File: config.mk
export PLATFORM = sky130hd
export DESIGN_NAME = seg_display_scan
export DESIGN_NICKNAME = d
export VERILOG_FILES = /design/src/rtl/io_pkg.sv /design/src/rtl/seg_tick_gen.sv /design/src/rtl/seg_display_scan.sv
export SDC_FILE = /design/constraint.sdc
export NUM_CORES = 1
export LEC_CHECK = 0
export CORE_MARGIN = 3
export CORE_UTILIZATION = 52
export DETAILED_ROUTE_END_ITERATION = 6
export PLACE_DENSITY = 0.78
export SLEW_MARGIN = 40
export SYNTH_ARGS = -nofsm -noshare
export SYNTH_HDL_FRONTEND = slang
export SYNTH_SLANG_ARGS = --single-unit
File: constraint.sdc
create_clock -name CLK -period 3.25 [get_ports CLK]
set_input_delay 0.4875 -clock CLK [delete_from_list [all_inputs] [get_ports CLK]]
set_output_delay 0.4875 -clock CLK [all_outputs]
set_load 0.01 [all_outputs]
File: src/rtl/io_pkg.sv
// -----------------------------------------------------------------------------
// io_pkg
// Shared constants and helpers for the seven-segment display driver.
//   SEG_HEX   : 16-entry hex-to-segment table, active-low, bit order {g,f,e,d,c,b,a}
//   SEG_BLANK : all segments off (active-low encoding)
//   seg_hex() : nibble -> active-low segment pattern
// -----------------------------------------------------------------------------
package io_pkg;

  localparam logic [6:0] SEG_BLANK = 7'h7F;

  localparam logic [6:0] SEG_HEX [16] = '{
    7'b1000000,  // 0
    7'b1111001,  // 1
    7'b0100100,  // 2
    7'b0110000,  // 3
    7'b0011001,  // 4
    7'b0010010,  // 5
    7'b0000010,  // 6
    7'b1111000,  // 7
    7'b0000000,  // 8
    7'b0010000,  // 9
    7'b0001000,  // A
    7'b0000011,  // b
    7'b0100111,  // c
    7'b0100001,  // d
    7'b0000110,  // E
    7'b0001110   // F
  };

  function automatic logic [6:0] seg_hex(input logic [3:0] nibble);
    return SEG_HEX[nibble];
  endfunction

endpackage

File: src/rtl/seg_tick_gen.sv
// -----------------------------------------------------------------------------
// seg_tick_gen
// Free-running prescaler that produces a one-cycle refresh tick every DIV
// clocks, so the scanner runs entirely in the system clock domain.
//   CLK   in  system clock
//   RST_N in  asynchronous active-low reset
//   tick  out high for one cycle when the prescaler is at DIV-1
// -----------------------------------------------------------------------------
module seg_tick_gen #(
  parameter int DIV = 10
) (
  input  logic CLK,
  input  logic RST_N,
  output logic tick
);

  localparam int CW = (DIV > 1) ? $clog2(DIV) : 1;
  localparam logic [CW-1:0] LAST = CW'(DIV - 1);

  logic [CW-1:0] psc_q;
  logic [CW-1:0] psc_d;

  // Tick is decoded straight from the prescaler register, so it is aligned
  // with the cycle in which the count sits at its last value.
  assign tick = (psc_q == LAST);

  always_comb begin
    psc_d = psc_q + CW'(1);
    if (tick) begin
      psc_d = '0;
    end
  end

  always_ff @(posedge CLK or negedge RST_N) begin
    if (!RST_N) begin
      psc_q <= '0;
    end else begin
      psc_q <= psc_d;
    end
  end

endmodule

File: src/rtl/seg_display_scan.sv
// -----------------------------------------------------------------------------
// seg_display_scan
// Multiplexed seven-segment display driver with paging, leading-zero blanking,
// decimal points, anti-ghosting guard interval and selectable polarity.
//   CLK        in  system clock
//   RST_N      in  asynchronous active-low reset (blanks outputs immediately)
//   data       in  word to display, captured only while load is high
//   dp_mask    in  decimal-point enables, bit i = digit i (captured with data)
//   load       in  capture strobe for data and dp_mask
//   page_sel   in  which 4*NUM_DIGITS-bit slice to show, sampled at frame end
//   lz_blank   in  leading-zero suppression enable
//   blank_all  in  force all anodes inactive
//   seg        out segments {g,f,e,d,c,b,a}
//   dp         out decimal point
//   an         out digit anodes
//   digit_idx  out current scan index
//   frame_done out one-cycle pulse on the tick that wraps the scan
// -----------------------------------------------------------------------------
module seg_display_scan
  import io_pkg::*;
#(
  parameter int  NUM_DIGITS = 4,
  parameter int  DATA_W     = 32,
  parameter int  CLK_HZ     = 100_000_000,
  parameter int  REFRESH_HZ = 1000,
  parameter int  GUARD_CYC  = 2,
  parameter bit  ACTIVE_LOW = 1'b1,
  localparam int PAGES      = DATA_W / (4 * NUM_DIGITS),
  localparam int PW         = (PAGES > 1) ? $clog2(PAGES) : 1,
  localparam int DW         = (NUM_DIGITS > 1) ? $clog2(NUM_DIGITS) : 1
) (
  input  logic                  CLK,
  input  logic                  RST_N,
  input  logic [DATA_W-1:0]     data,
  input  logic [NUM_DIGITS-1:0] dp_mask,
  input  logic                  load,
  input  logic [PW-1:0]         page_sel,
  input  logic                  lz_blank,
  input  logic                  blank_all,
  output logic [6:0]            seg,
  output logic                  dp,
  output logic [NUM_DIGITS-1:0] an,
  output logic [DW-1:0]         digit_idx,
  output logic                  frame_done
);

  // DIV must be at least GUARD_CYC+2 so every digit gets some on-time.
  localparam int DIV = CLK_HZ / REFRESH_HZ;
  localparam int GW  = (GUARD_CYC > 0) ? $clog2(GUARD_CYC + 1) : 1;

  localparam logic [GW-1:0]         GUARD_LOAD = GW'(GUARD_CYC);
  localparam logic [DW-1:0]         LAST_DIGIT = DW'(NUM_DIGITS - 1);
  // Inactive levels as they appear on the pins for the chosen polarity.
  localparam logic [6:0]            SEG_OFF    = ACTIVE_LOW ? SEG_BLANK : ~SEG_BLANK;
  localparam logic [NUM_DIGITS-1:0] AN_OFF     = ACTIVE_LOW ? '1 : '0;
  localparam logic                  DP_OFF     = ACTIVE_LOW;

  logic tick;

  seg_tick_gen #(
    .DIV (DIV)
  ) u_tick (
    .CLK   (CLK),
    .RST_N (RST_N),
    .tick  (tick)
  );

  // ---------------------------------------------------------------------------
  // State
  // ---------------------------------------------------------------------------
  logic [DW-1:0]         digit_idx_q, digit_idx_d;
  logic [GW-1:0]         guard_q,     guard_d;
  logic [PW-1:0]         page_q,      page_d;
  logic                  frame_q,     frame_d;
  logic [DATA_W-1:0]     shadow_q,    shadow_d;
  logic [NUM_DIGITS-1:0] dp_shadow_q, dp_shadow_d;
  logic [6:0]            seg_q,       seg_d;
  logic                  dp_q,        dp_d;
  logic [NUM_DIGITS-1:0] an_q,        an_d;

  logic at_last;
  assign at_last = (digit_idx_q == LAST_DIGIT);

  // ---------------------------------------------------------------------------
  // Scan, guard and page control
  // ---------------------------------------------------------------------------
  always_comb begin
    digit_idx_d = digit_idx_q;
    guard_d     = guard_q;
    page_d      = page_q;
    frame_d     = 1'b0;
    if (tick) begin
      digit_idx_d = at_last ? '0 : digit_idx_q + DW'(1);
      guard_d     = GUARD_LOAD;
      if (at_last) begin
        frame_d = 1'b1;
        // Out-of-range page requests fall back to the least significant page.
        page_d  = (32'(page_sel) < PAGES) ? page_sel : '0;
      end
    end else if (guard_q != '0) begin
      guard_d = guard_q - GW'(1);
    end
  end

  // Capture is independent of the scan; a load on a tick edge just works.
  always_comb begin
    shadow_d    = shadow_q;
    dp_shadow_d = dp_shadow_q;
    if (load) begin
      shadow_d    = data;
      dp_shadow_d = dp_mask;
    end
  end

  // ---------------------------------------------------------------------------
  // Nibble extraction for the page currently on display
  // ---------------------------------------------------------------------------
  logic [3:0] page_nib [PAGES][NUM_DIGITS];
  logic [3:0] cur_nib  [NUM_DIGITS];

  generate
    for (genvar gp = 0; gp < PAGES; gp++) begin : g_page
      for (genvar gi = 0; gi < NUM_DIGITS; gi++) begin : g_nib
        assign page_nib[gp][gi] = shadow_q[(gp * NUM_DIGITS + gi) * 4 +: 4];
      end
    end
    for (genvar gi = 0; gi < NUM_DIGITS; gi++) begin : g_cur
      assign cur_nib[gi] = page_nib[page_q][gi];
    end
  endgenerate

  // A digit is a leading zero when it and every more significant digit on the
  // page are zero. Digit 0 is never suppressed so a zero value reads "0".
  logic [NUM_DIGITS-1:0] suppress;
  logic                  all_zero;

  always_comb begin
    suppress = '0;
    all_zero = 1'b1;
    for (int i = NUM_DIGITS - 1; i > 0; i--) begin
      all_zero    = all_zero && (cur_nib[i] == 4'h0);
      suppress[i] = lz_blank && all_zero;
    end
  end

  // ---------------------------------------------------------------------------
  // Output register inputs (built active-low, flipped for active-high boards)
  // ---------------------------------------------------------------------------
  logic [6:0]            seg_raw;
  logic                  dp_raw;
  logic [NUM_DIGITS-1:0] an_raw;

  always_comb begin
    seg_raw = seg_hex(cur_nib[digit_idx_q]);
    if (suppress[digit_idx_q]) begin
      seg_raw = SEG_BLANK;
    end
    dp_raw = ~dp_shadow_q[digit_idx_q];
    // Segments already carry the new digit during the guard interval; only
    // the anodes are held off so the previous digit does not ghost.
    an_raw = ~(NUM_DIGITS'(1) << digit_idx_q);
    if ((guard_q != '0) || blank_all) begin
      an_raw = '1;
    end
    seg_d = ACTIVE_LOW ? seg_raw : ~seg_raw;
    dp_d  = ACTIVE_LOW ? dp_raw  : ~dp_raw;
    an_d  = ACTIVE_LOW ? an_raw  : ~an_raw;
  end

  // ---------------------------------------------------------------------------
  // Registers
  // ---------------------------------------------------------------------------
  always_ff @(posedge CLK or negedge RST_N) begin
    if (!RST_N) begin
      digit_idx_q <= '0;
      guard_q     <= GUARD_LOAD;
      page_q      <= '0;
      frame_q     <= 1'b0;
      shadow_q    <= '0;
      dp_shadow_q <= '0;
      seg_q       <= SEG_OFF;
      dp_q        <= DP_OFF;
      an_q        <= AN_OFF;
    end else begin
      digit_idx_q <= digit_idx_d;
      guard_q     <= guard_d;
      page_q      <= page_d;
      frame_q     <= frame_d;
      shadow_q    <= shadow_d;
      dp_shadow_q <= dp_shadow_d;
      seg_q       <= seg_d;
      dp_q        <= dp_d;
      an_q        <= an_d;
    end
  end

  assign seg        = seg_q;
  assign dp         = dp_q;
  assign an         = an_q;
  assign digit_idx  = digit_idx_q;
  assign frame_done = frame_q;

endmodule

==> results of run 1 <==
-- cell usage after synthesis (3+ instances only) --
library cell / n
nor2_1: 19
mux2i_1: 6
nand3_1: 9
dfrtp_1: 58
inv_1: 7
buf_6: 3
xnor2_1: 7
mux4_2: 9
nor3_1: 3
mux2i_2: 3
nor4_1: 3
o21ai_0: 3
a22oi_1: 3
dfstp_2: 13
ha_1: 12
mux2_2: 40
xor2_1: 8
nand2_1: 16
-- per-layer routing --
metal  global-route usage [%]  vias to the layer above  wire length [microns]
met5                        0                        -                      0
met3                     3.80                        9                    356
li1                         -                     1043                      -
met1                     26.8                     1098                   2880
met4                     9.35                        0                    102
met2                     31.8                       67                   3310
-- cells by family (layout without fill, tap and decap cells) --
family | count (synthesis) | after routing
DFF | 71 | 71
and+or+nand+nor | 68 | 68
muxes | 58 | 58
buffers and inverters | 17 | 84
AOI/OAI and AO/OA | 16 | 16
xor gates and xnor gates | 15 | 15
adders and majority gates | 12 | 12
-- report_power, final --
part	leakage, nW	total (mW)	internal [mW]	switching, mW
registers	0.848	1.01	0.963	0.0428
clock network	0.104	0.739	0.431	0.308
logic	0.814	0.294	0.178	0.116
-- worst max-delay path, stage by stage, from the launching register on --
cell and delay (ns):
dfrtp_1 0.74, mux4_2 0.60, mux2i_2 0.32, inv_1 0.19, ha_1 0.28, nor2_1 0.15, a211o_1 0.11, o311ai_1 0.11
-- state kept, by name (all words and copies together), names as in the netlist, 2 cells and up --
register      count
shadow_q         32
digit_idx         2
guard_q           2
an                4
seg               7
dp_shadow_q       4
u_tick.psc_q     17
-- worst max-delay path by stage --
stage,startpoint,endpoint,cells past startpoint
floorplan,page_q,seg[5],9
global placement,page_q,seg[5],7
detailed placement,page_q,seg[5],7
CTS,page_q,seg[2],5
global route,page_q,seg[5],7
finish,page_q,seg[5],7
-- stage by stage --
| step | hold slack [ns] | std cells |
|---|---|---|
| global route | 0.185 | 399 |
| detailed placement | 0.486 | 383 |
| floorplan | 0.192 | 257 |
| finish | 0.146 | 399 |
| CTS | 0.153 | 399 |
| global placement | 0.482 | 383 |
-- area by class of cell --
class | count | area, sq um | area share, %
clock buffers | 12 | 135 | 3.21
clock inverters | 4 | 70.1 | 1.67
inverters | 8 | 30.0 | 0.714
multi-input cells | 169 | 1500 | 35.6
flip-flops and latches | 71 | 1790 | 42.6
well taps | 75 | 93.8 | 2.23
repair buffers | 60 | 588 | 14.0
==> flow_metrics.env, run 1 <==
export IMPL_die_area_sq_um=7500
export IMPL_synthDistinctLibCells=43
export IMPL_drt_iter0_drc=152
export IMPL_synth_ff_type="dfrtp_1"
export IMPL_power_total_mw=2.04
export IMPL_crit_required_ns=3.47
export IMPL_hold_class="in -> async"
export IMPL_nFillCells=444
export IMPL_utilization_pct=69.0
export IMPL_worst_path_max_fanout=15
export IMPL_peakVddDrop_uv=310
export IMPL_post_cts_setup_buffers=0
export IMPL_synth_top_family_by_area="multiplexers"
export IMPL_cts_max_level=3
export IMPL_dp_hpwl_microns=4770
export IMPL_dieWidth_microns=86.6
export IMPL_clk_insertion_delay_late_ns=0.34
export IMPL_arrival_ns=2.84
export IMPL_grt_pass1_wl_microns=11500
export IMPL_area_growth_syn_to_layout_pct=24.5
export IMPL_io_pins=57
export IMPL_worstSetupPathType="reg -> reg"
export IMPL_ys_seq_elements=71
export IMPL_slew_headroom_pct=58.3
export IMPL_status="complete, no violations"
export IMPL_synth_compound_area_share_pct=3.30
export IMPL_finalInstanceArea_sq_um=4210
export IMPL_drtPass1Iterations=4
export IMPL_synth_adder_area_share_pct=4.44
export IMPL_maxCapViolCount=0
export IMPL_root_buffer="clkbuf_8"
export IMPL_finalClockSkew_ns=0.0115
export IMPL_rr_endpoint="seg[5]"
export IMPL_synth_area_sq_um=3380
export IMPL_reg2regPathDepth=7
export IMPL_synth_enable_flop_cells=0
export IMPL_cts_tree="yes"
export IMPL_num_rows=28
export IMPL_via_count=2217
export IMPL_avgSynthCellArea_sq_um=13.1
export IMPL_cts_buffers=9
export IMPL_via_per_inst=5.56
export IMPL_overflow=0
export IMPL_layout_commonest_cell="dfrtp_1"
export IMPL_fmax_mhz=382
export IMPL_final_cell_mix="dfrtp_1, clkdlybuf4s50_1, mux2_2"
export IMPL_drt_wl_total_microns=6640
export IMPL_track_usage_pct=20.0
export IMPL_post_route_min_period_ns=2.62
export IMPL_grt_max_degree=48
export IMPL_coreArea_sq_um=6100
export IMPL_synth_xor_area_share_pct=3.89
export IMPL_p_leak_nw=1.77
export IMPL_start_kind="register"
export IMPL_ant_nets=0
export IMPL_drive_gt1_share_pct=27.5
export IMPL_fin_setup_tns_ns=0
export IMPL_place_area_sq_um=4000
export IMPL_post_cts_resize_count=0
export IMPL_start_util_pct=55.4
export IMPL_cts_hold_fix_buffers=0
export IMPL_wl_per_cell_microns=16.6
export IMPL_yosysSeqAreaShare_pct=53.1
export IMPL_async_flop_share_pct=100
export IMPL_synthMuxAreaShare_pct=22.3
export IMPL_place_ws_ns=0.643
export IMPL_hold_viol=0
export IMPL_synthCells=257
export IMPL_yosys_warnings=0
export IMPL_cts_max_path_buffers=2
export IMPL_yosysTopAreaCell="dfrtp_1"
export IMPL_synth_nets=311
export IMPL_worst_r2r_setup_slack_ns=0.63
export IMPL_synth_simple_area_share_pct=10.3
export IMPL_max_slew_worst_pin_slew_ns=0.619
export IMPL_rsz0062_at_grt="no"
export IMPL_crit_path_end_kind="register"
export IMPL_die_h_microns=86.6
export IMPL_finalSetupViolCount=0
export IMPL_diodes=0
export IMPL_grt_pass1_vias=2314
export IMPL_io_buffers=56
export IMPL_synth_area_leaders="dfrtp_1, mux2_2, dfstp_2, mux4_2, ha_1"
export IMPL_cts_sinks=71
export IMPL_p_per_area_nw_per_um2=485
export IMPL_finalMaxSlewViolations=0
export IMPL_r2r_start="page_q"
export IMPL_fin_crit_sh_pct=80.6
export IMPL_post_route_drc_count=0
export IMPL_antenna_found_initial=0
export IMPL_clk_pin_slew_ns=0.08
export IMPL_num_nets_final=373
export IMPL_gp_congestion=0.752
export IMPL_synth_top_area_share_pct=43.0
export IMPL_fin_ws_ns=0.631
Power figures use the tool's default switching activity.
==> run 2: changes to the inputs <==
- clock period: 3.25 -> 2.41 ns (I/O delays scaled with it)
==> run 2 against run 1 <==
  * Critical path depth is the same
  * Cell area grew 1.5%
  * Largest power group unchanged
  * Global-route usage shrank 0.94 points
  * First-iteration DRC count shrank 43%
  * Die area is the same
  * Clock power grew 35%
  * Via count shrank 1.5%
  * Combinational power grew 38%
  * Clock-buffer cell count is the same
  * Critical path type unchanged
==> flow_metrics.env, run 2 (synthesized netlist as in run 1, its figures left out) <==
export IMPL_status="complete, no violations"
export IMPL_grt_pass1_wl_microns=11000
export IMPL_p_seq_share_pct=49.1
export IMPL_wl_per_cell_microns=15.8
export IMPL_track_usage_pct=19.1
export IMPL_finalSetupViolCount=0
export IMPL_die_area_sq_um=7500
export IMPL_ant_nets=0
export IMPL_grt_max_degree=37
export IMPL_dieWidth_microns=86.6
export IMPL_grt_pass1_vias=2317
export IMPL_drt_wl_total_microns=6450
export IMPL_crit_path_end_kind="register"
export IMPL_max_slew_worst_pin_slew_ns=0.668
export IMPL_peakVddDrop_uv=396
export IMPL_switching_share_pct=22.9
export IMPL_start_util_pct=55.4
export IMPL_final_cell_mix="dfrtp_1, clkdlybuf4s50_1, mux2_2"
export IMPL_clk_pin_slew_ns=0.08
export IMPL_coreArea_sq_um=6100
export IMPL_hold_viol=0
export IMPL_timing_hold_ws_ns=0.499
export IMPL_root_buffer="clkbuf_8"
export IMPL_crit_required_ns=2.64
export IMPL_post_route_drc_count=0
export IMPL_power_internal_mw=2.13
export IMPL_largest_register="shadow_q"
export IMPL_io_pins=57
export IMPL_cts_max_path_buffers=2
export IMPL_num_rows=28
export IMPL_io_buffers=56
export IMPL_slew_headroom_pct=55.0
export IMPL_arrival_ns=2.43
export IMPL_worst_path_max_fanout=7
export IMPL_largest_reg_flops=32
export IMPL_cts_tree="yes"
export IMPL_gp_congestion=0.802
export IMPL_overflow=0
export IMPL_power_switching_mw=0.633
export IMPL_finalMaxSlewViolations=0
export IMPL_post_route_min_period_ns=2.19
export IMPL_rsz0062_at_grt="no"
export IMPL_area_growth_syn_to_layout_pct=26.3
export IMPL_seqCellArea_sq_um=1790
export IMPL_via_per_inst=5.37
export IMPL_dp_cells=390
export IMPL_start_kind="register"
export IMPL_dp_hpwl_microns=4840
export IMPL_cts_sinks=71
export IMPL_cts_max_level=3
export IMPL_fin_crit_sh_pct=91.1
export IMPL_layout_commonest_cell="dfrtp_1"
export IMPL_num_nets_final=381
export IMPL_instances_no_fill=407
export IMPL_drtPass1Iterations=4
export IMPL_nFillCells=442
export IMPL_antenna_found_initial=0
export IMPL_maxCapViolCount=0
export IMPL_fin_setup_tns_ns=0
export IMPL_hold_class="reg -> reg"
export IMPL_clk_insertion_delay_late_ns=0.34
export IMPL_p_leak_nw=1.80
export IMPL_p_per_area_nw_per_um2=647
export IMPL_fmax_mhz=456
export IMPL_multi_input_area_sq_um=1500
export IMPL_die_h_microns=86.6
export IMPL_drive_gt1_share_pct=29.2
export IMPL_diodes=0
export IMPL_finalClockSkew_ns=0.0103
export IMPL_comb_power_share_pct=14.7
export IMPL_cts_buffers=9
export IMPL_via_count=2184
export IMPL_drt_iter0_drc=87
export IMPL_clkPwrFrac_pct=36.1
export IMPL_worstSetupPathType="reg -> reg"
[run 2: changes by cell type in the layout (fill, tap and decap cells not counted), sizes merged]
cell / change
buf: +7
dlygate4sd3: +1
[run 2: path summary, 6_finish.rpt]
kind | start | to | slack, ns | cells after the start
worst max-delay path | page_q | seg[5] | 0.22 | 7
worst min-delay path | u_tick.psc_q[8] | u_tick.psc_q[8] | 0.50 | 1
worst max register to register | page_q | seg[5] | 0.22 | 7
worst min register to register | u_tick.psc_q[8] | u_tick.psc_q[8] | 0.50 | 1
max in group asynchronous | RST_N | seg[0] | 1.12 | 3
min in group asynchronous | RST_N | u_tick.psc_q[12] | 0.53 | 2
[run 2: cell type report]
type / count / area share, %
clock buffers: 12 / 3.17
clock inverters: 4 / 1.64
inverters: 8 / 0.704
multi-input cells: 169 / 35.1
flip-flops and latches: 71 / 42.0
well taps: 75 / 2.20
repair buffers: 68 / 15.2
[run 2: per-stage QoR]
stage / util (%) / cell area [sq um] / setup slack (ns) / power (mW)
global placement: 66.5 / 4050 / 0.245 / 1.78
floorplan: - / 3380 / 0.246 / 1.58
detailed placement: 66.5 / 4050 / 0.133 / 1.79
CTS: 70.0 / 4270 / 0.0978 / 2.79
finish: 70.0 / 4270 / 0.215 / 2.76
global route: 70.0 / 4270 / 0.0573 / 2.88
[run 2: power by group through the flow]
stage / Clock, mW / Sequential (mW) / Combinational, mW
5_1_grt: 1.07 / 1.37 / 0.447
3_3_place_gp: 0 / 1.38 / 0.398
6_report: 0.998 / 1.36 / 0.407
4_1_cts: 1.02 / 1.36 / 0.415
2_1_floorplan: 0 / 1.37 / 0.211
3_5_place_dp: 0 / 1.38 / 0.411
[run 2: what timing repair did]
| item | CTS | global route |
|---|---|---|
| endpoints found under the hold margin | 10 | 0 |
| buffers inserted | 0 | 0 |
| gates resized for setup | 0 | 1 |
| hold buffers | 1 | 0 |
| endpoints found under the setup margin | 0 | 3 |
[run 2: per-layer routing]
layer | share of wire (%) | track usage, % | up-vias
li1 | - | - | 1066
met1 | 47 | 25.7 | 1057
met2 | 48 | 29.9 | 50
met3 | 3.9 | 4.37 | 11
met4 | 1.6 | 8.22 | 0
met5 | 0 | 0 | -
[run 2: worst max-delay path: stages (launching register included)]
cell,delay [ns]
dfrtp_2,0.46
mux4_2,0.54
mux2i_2,0.27
inv_1,0.16
ha_1,0.26
nor2_1,0.17
a211o_1,0.13
o311ai_1,0.10
